$ cat src/rtl/cmp_stream_monitor.sv
// cmp_stream_monitor
//   Sits downstream of a 4-bit magnitude comparator. For each valid sample it:
//   - keeps saturating counts of gt/lt/eq results,
//   - tracks the current run of consecutive eq results,
//   - locks (IDLE/TRACK/LOCKED FSM) once the run reaches EQ_RUN,
//   - records the direction of the last accepted result.
//   All outputs are registered. EQ_RUN must be in 1..15.
//   Optional feature macro: CMP_ONEHOT_CHECK_EN. When it is defined, samples whose
//   flags are not exactly one-hot are dropped and raise a sticky err. When it is
//   undefined, flags use priority decode eq > gt > lt and err stays 0.
module cmp_stream_monitor #(
    parameter int CNT_W  = 8,
    parameter int EQ_RUN = 4
) (
    input  logic             clk,
    input  logic             rst,
    input  logic             clear,
    input  logic             in_valid,
    input  logic             in_aeqb,
    input  logic             in_agtb,
    input  logic             in_altb,
    output logic [CNT_W-1:0] gt_cnt,
    output logic [CNT_W-1:0] lt_cnt,
    output logic [CNT_W-1:0] eq_cnt,
    output logic [3:0]       eq_run,
    output logic [1:0]       last_dir,
    output logic             locked,
    output logic             lock_pulse,
    output logic             err
);

    typedef enum logic [1:0] {ST_IDLE, ST_TRACK, ST_LOCKED} state_t;
    typedef enum logic [1:0] {
        DIR_NONE = 2'b00,
        DIR_LT   = 2'b01,
        DIR_GT   = 2'b10,
        DIR_EQ   = 2'b11
    } dir_t;

    localparam logic [CNT_W-1:0] CNT_MAX = '1;
    localparam logic [3:0]       RUN_MAX = 4'(EQ_RUN);

    state_t           state_q, state_d;
    dir_t             last_dir_q, last_dir_d;
    logic [CNT_W-1:0] gt_cnt_q, gt_cnt_d;
    logic [CNT_W-1:0] lt_cnt_q, lt_cnt_d;
    logic [CNT_W-1:0] eq_cnt_q, eq_cnt_d;
    logic [3:0]       eq_run_q, eq_run_d, run_next;
    logic             lock_pulse_q, lock_pulse_d;
    logic             err_q, err_d;

    logic is_eq, is_gt, is_lt, flag_bad;

`ifdef CMP_ONEHOT_CHECK_EN
    logic onehot;
    // Strict decode: accept only exactly one asserted flag; anything else is an error.
    always_comb begin
        // Odd parity with not-all-three-set means exactly one flag is high.
        onehot   = (in_aeqb ^ in_agtb ^ in_altb) & ~(in_aeqb & in_agtb & in_altb);
        is_eq    = in_valid & onehot & in_aeqb;
        is_gt    = in_valid & onehot & in_agtb;
        is_lt    = in_valid & onehot & in_altb;
        flag_bad = in_valid & ~onehot;
    end
`else
    // Priority decode eq > gt > lt; all-zero flags give no sample.
    always_comb begin
        is_eq    = in_valid & in_aeqb;
        is_gt    = in_valid & ~in_aeqb & in_agtb;
        is_lt    = in_valid & ~in_aeqb & ~in_agtb & in_altb;
        flag_bad = 1'b0;
    end
`endif

    // Next-state logic for FSM, counters, run length, direction and pulse.
    always_comb begin
        // NOTE: every variable gets a default first so no path leaves it unassigned (no latches).
        state_d      = state_q;
        last_dir_d   = last_dir_q;
        gt_cnt_d     = gt_cnt_q;
        lt_cnt_d     = lt_cnt_q;
        eq_cnt_d     = eq_cnt_q;
        eq_run_d     = eq_run_q;
        err_d        = err_q | flag_bad;
        run_next     = (eq_run_q >= RUN_MAX) ? RUN_MAX : eq_run_q + 4'd1;

        if (is_eq) begin
            eq_run_d   = run_next;
            last_dir_d = DIR_EQ;
            eq_cnt_d   = (eq_cnt_q == CNT_MAX) ? eq_cnt_q : eq_cnt_q + CNT_W'(1);
            state_d    = (run_next == RUN_MAX) ? ST_LOCKED : ST_TRACK;
        end else if (is_gt || is_lt) begin
            eq_run_d = 4'd0;
            state_d  = ST_TRACK;
            if (is_gt) begin
                last_dir_d = DIR_GT;
                gt_cnt_d   = (gt_cnt_q == CNT_MAX) ? gt_cnt_q : gt_cnt_q + CNT_W'(1);
            end else begin
                last_dir_d = DIR_LT;
                lt_cnt_d   = (lt_cnt_q == CNT_MAX) ? lt_cnt_q : lt_cnt_q + CNT_W'(1);
            end
        end

        // Pulse only on the edge into LOCKED; idle or dropped cycles return it to 0.
        lock_pulse_d = (state_d == ST_LOCKED) && (state_q != ST_LOCKED);
    end

    // State register with synchronous reset; clear acts exactly like rst and discards the sample.
    always_ff @(posedge clk) begin
        if (rst || clear) begin
            state_q      <= ST_IDLE;
            last_dir_q   <= DIR_NONE;
            gt_cnt_q     <= '0;
            lt_cnt_q     <= '0;
            eq_cnt_q     <= '0;
            eq_run_q     <= '0;
            lock_pulse_q <= 1'b0;
            err_q        <= 1'b0;
        end else begin
            // NOTE: non-blocking assignments so every register samples pre-edge values.
            state_q      <= state_d;
            last_dir_q   <= last_dir_d;
            gt_cnt_q     <= gt_cnt_d;
            lt_cnt_q     <= lt_cnt_d;
            eq_cnt_q     <= eq_cnt_d;
            eq_run_q     <= eq_run_d;
            lock_pulse_q <= lock_pulse_d;
            err_q        <= err_d;
        end
    end

    assign gt_cnt     = gt_cnt_q;
    assign lt_cnt     = lt_cnt_q;
    assign eq_cnt     = eq_cnt_q;
    assign eq_run     = eq_run_q;
    assign last_dir   = last_dir_q;
    assign locked     = (state_q == ST_LOCKED);
    assign lock_pulse = lock_pulse_q;
    assign err        = err_q;

endmodule
$ cat config.mk
export PLATFORM = sky130hd
export DESIGN_NAME = cmp_stream_monitor
export DESIGN_NICKNAME = d
export VERILOG_FILES = /design/src/rtl/cmp_stream_monitor.sv
export SDC_FILE = /design/constraint.sdc
export NUM_CORES = 1
export LEC_CHECK = 0
export CAP_MARGIN = 25
export CORE_MARGIN = 2
export CORE_UTILIZATION = 40
export DETAILED_ROUTE_END_ITERATION = 7
export PLACE_DENSITY = 0.71
export SLEW_MARGIN = 0
export SYNTH_ARGS = -nofsm -noshare
export SYNTH_HDL_FRONTEND = slang
export SYNTH_SLANG_ARGS = --single-unit
$ cat constraint.sdc
create_clock -name clk -period 1.4 [get_ports clk]
set_input_delay 0.28 -clock clk [delete_from_list [all_inputs] [get_ports clk]]
set_output_delay 0.28 -clock clk [all_outputs]
set_load 0.005 [all_outputs]
==> metrics.log <==
[metrics] run status: finished clean
[metrics] P&R area growth vs syn: 61.1%
[metrics] Inst Count DP: 287
[metrics] cell with the most instances after synthesis: sky130_fd_sc_hd__dfxtp_1
[metrics] clock tree from TritonCTS: yes
[metrics] residual overflow from global routing: 0
[metrics] number of buffers created by CTS: 5
[metrics] data arrival time of the critical path: 1.57 ns
[metrics] Critical Path Start Type: flop
[metrics] clock transition at the register clock pins on the worst setup and hold paths after CTS: 0.07 ns
[metrics] x dimension of the die: 65.7 um
[metrics] total number of nets in the final design: 268
[metrics] first drt pass iteration count: 4
[metrics] cell type with the largest total area after synthesis: sky130_fd_sc_hd__dfxtp_1
[metrics] count of max-cap constraint violations: 0
[metrics] pin count of the biggest net entering global routing: 17
[metrics] clk sink count: 33
[metrics] antenna violations before repair: 0
[metrics] DRC violations left: 0
[metrics] number of standard-cell rows in the floorplan: 22
[metrics] count of final setup violators: 0
[metrics] maximum net fanout on the critical path: 3
[metrics] Detail Route Antenna Nets: 0
[metrics] count of state elements after synthesis: 33
[metrics] final cell count without fillers: 306
[metrics] global-route wire length before repair: 6450 um
[metrics] hold_buf cts: 0
[metrics] # port buffers: 38
[metrics] required time reported for the critical path endpoint: 1.62 ns
[metrics] final worst path period share: 96.4%
[metrics] met3 track utilization from global routing: 6.51%
[metrics] sequential element share of the synthesized area: 43.4%
[metrics] wire length per cell after detailed routing: 12.9 um
[metrics] die area: 4320 um2
[metrics] Ant. Diodes: 0
[metrics] iteration-0 DRC count of the detailed router: 142
[metrics] final-layout worst hold slack: 0.469 ns
[metrics] leading cell types by count after synthesis: sky130_fd_sc_hd__dfxtp_1 (33), sky130_fd_sc_hd__nor2_1 (22), sky130_fd_sc_hd__nand2_1 (13)
[metrics] fmax: 741 MHz
[metrics] layer with the highest usage after global routing: met2
[metrics] fraction of layout instances using a drive strength above 1: 38.8%
[metrics] RSZ-0062 raised after global routing: no
[metrics] Post-Syn Area per Cell: 8.90 um2
[metrics] starting utilization of the core area: 41.6%
[metrics] slack of the critical path: 0.0501 ns
[metrics] CTS root buffer: sky130_fd_sc_hd__clkbuf_8
[metrics] Distinct cells, synth: 36
[metrics] vias per std cell: 5.08
[metrics] dominant register cell in the synthesized netlist: sky130_fd_sc_hd__dfxtp_1
[metrics] gp weighted congestion: 0.817
[metrics] worst hold-check path type: flop to flop
[metrics] count of yosys warnings during synthesis: 0
[metrics] Max Slew Vio Count: 0
[metrics] final period demand of the worst path: 1.35 ns
[metrics] Final Hold Violating Endpoints: 0
[metrics] area fraction of the dominant cell type after synthesis: 43.4%
[metrics] GRT Util Overall: 19.5%
[metrics] main area contributors after synthesis: sky130_fd_sc_hd__dfxtp_1 (43%), sky130_fd_sc_hd__xor2_1 (5.8%), sky130_fd_sc_hd__nor2_1 (5.4%), sky130_fd_sc_hd__mux2i_1 (4.6%), sky130_fd_sc_hd__o21ai_0 (3.6%)
[metrics] leakage power: 0.00120 uW
[metrics] Max rail drop VDD: 0.629 mV
[metrics] Clock H-tree levels: 2
[metrics] instance count of the mapped netlist: 171
[metrics] total power draw: 1770 uW
[metrics] clock insertion delay at the later pin of the skew report: 0.29 ns
[metrics] synthesized cell area: 1520 um2
[metrics] DP Wirelength: 2750 um
[metrics] type of element capturing the critical path: flop
[metrics] P per Cell Area: 722 nW/um2
[metrics] async set-or-reset flop fraction in the synthesized netlist: 0%
[metrics] nets in the synthesized netlist: 182
[metrics] number of fillers in the final layout: 319
[metrics] met2 track demand over resource in global routing: 32.8%
[metrics] vias in the first global route: 1466
[metrics] worst-case setup slack after placement: -0.432 ns
[metrics] DIE HEIGHT: 65.7 um
[metrics] core area: 3660 um2
[metrics] DRT Wirelength: 3940 um
[metrics] maximum number of buffers from clock root to sink: 2
[metrics] placed inst area: 2210 um2
[metrics] vias after detailed routing: 1553
[metrics] number of enable flip-flop cells after synthesis: 0
[metrics] GRT met1 Usage: 22.6%
[metrics] classification of the worst setup path: flop to flop
[metrics] final non-filler cell area: 2450 um2
[metrics] Setup Skew: 0.00427 ns
[metrics] I/O pins: 40
## cell type report
| type | instances | area, um2 | share of cell area (%) |
|---|---|---|---|
| Clock buffer | 5 | 68.8 | 2.80 |
| Clock inverter | 3 | 17.5 | 0.714 |
| Sequential cell | 33 | 708 | 28.9 |
| Tap cell | 48 | 60.1 | 2.45 |
| Inverter | 2 | 7.51 | 0.306 |
| Timing Repair Buffer | 86 | 718 | 29.3 |
| Multi-Input combinational cell | 129 | 873 | 35.6 |
## cells by family (layout without fill, tap and decap cells)
kind of cell | Yosys count | count (layout) | share of synthesized area [%]
and+or+nand+nor | 72 | 72 | 23.8
AOI/OAI and AO/OA | 35 | 35 | 15.6
DFF | 33 | 33 | 43.4
xor gates and xnor gates | 10 | 10 | 5.75
buffers and inverters | 9 | 96 | 3.29
muxes | 7 | 7 | 4.60
adders and majority gates | 4 | 4 | 3.29
other | 1 | 1 | 0.246
## sequential cells by signal (all words and copies together), names as in the netlist
signal / count
eq_cnt: 8
last_dir: 2
lt_cnt: 8
lock_pulse: 1
state_q: 2
gt_cnt: 8
eq_run: 4
## worst paths after layout
check        slack (ns)    endpoint        from  cells past startpoint
max                0.05   lt_cnt[5]   lt_cnt[0]                      5
min                0.47  state_q[1]  state_q[1]                      2
max reg2reg        0.05   lt_cnt[5]   lt_cnt[0]                      5
min reg2reg        0.47  state_q[1]  state_q[1]                      2
## timing repair
item,CTS,global route
gates cloned,0,0
pin swaps,1,5
gates resized for setup,70,15
endpoints found under the setup margin,42,18
setup buffers,11,1
## metal layers
| layer | wire [um] | vias to the layer above |
|---|---|---|
| met4 | 63 | 0 |
| met2 | 1980 | 27 |
| met5 | 0 | - |
| met3 | 150 | 7 |
| li1 | - | 789 |
| met1 | 1740 | 730 |
## cells in the final DEF (no fill, tap or decap), drive strengths merged
| cell | netlist | routed |
|---|---|---|
| xor2 | 10 | 10 |
| dfxtp | 33 | 33 |
| clkinv | 0 | 2 |
| a221oi | 1 | 1 |
| and2 | 2 | 2 |
| and4bb | 1 | 1 |
| inv | 2 | 2 |
| nand3 | 7 | 7 |
| conb | 1 | 1 |
| or3 | 3 | 3 |
| and3b | 1 | 1 |
| o41ai | 1 | 1 |
| nor2b | 1 | 1 |
| nand4 | 7 | 7 |
| dlymetal6s2s | 0 | 4 |
| or4 | 2 | 2 |
| and3 | 6 | 6 |
| nor2 | 22 | 22 |
| clkbuf | 3 | 5 |
| mux2i | 7 | 7 |
| o31ai | 2 | 2 |
| nor3 | 3 | 3 |
| nand2 | 13 | 13 |
| or2 | 1 | 1 |
| clkdlybuf4s50 | 0 | 2 |
| clkinvlp | 0 | 1 |
| a21oi | 10 | 10 |
| a211oi | 1 | 1 |
| o21ai | 11 | 11 |
| buf | 4 | 48 |
| dlygate4sd2 | 0 | 32 |
| nor4 | 1 | 1 |
| o2111ai | 1 | 1 |
| nand2b | 2 | 2 |
| ha | 4 | 4 |
| o211ai | 7 | 7 |
| a32oi | 1 | 1 |
## per-stage QoR
stage | setup TNS, ns | utilization [%]
global placement | -8.46 | 60.3
CTS | 0 | 65.4
global route | 0 | 67.0
floorplan | 0 | -
finish | 0 | 67.0
detailed placement | -9.36 | 60.3
## worst max-delay path, stage by stage, from the launching register on
cell and delay [ns]:
sky130_fd_sc_hd__dfxtp_2 0.32, sky130_fd_sc_hd__ha_1 0.22, sky130_fd_sc_hd__nand3_2 0.12, sky130_fd_sc_hd__o211ai_2 0.12, sky130_fd_sc_hd__or3_1 0.36, sky130_fd_sc_hd__a21oi_1 0.14
## where the power goes
part / switching [uW] / total [uW] / internal (uW)
Clock: 367 / 710 / 343
Sequential: 5.35 / 942 / 937
Combinational: 60.2 / 119 / 59.0
Total: 433 / 1770 / 1340
Power figures use the tool's default switching activity.
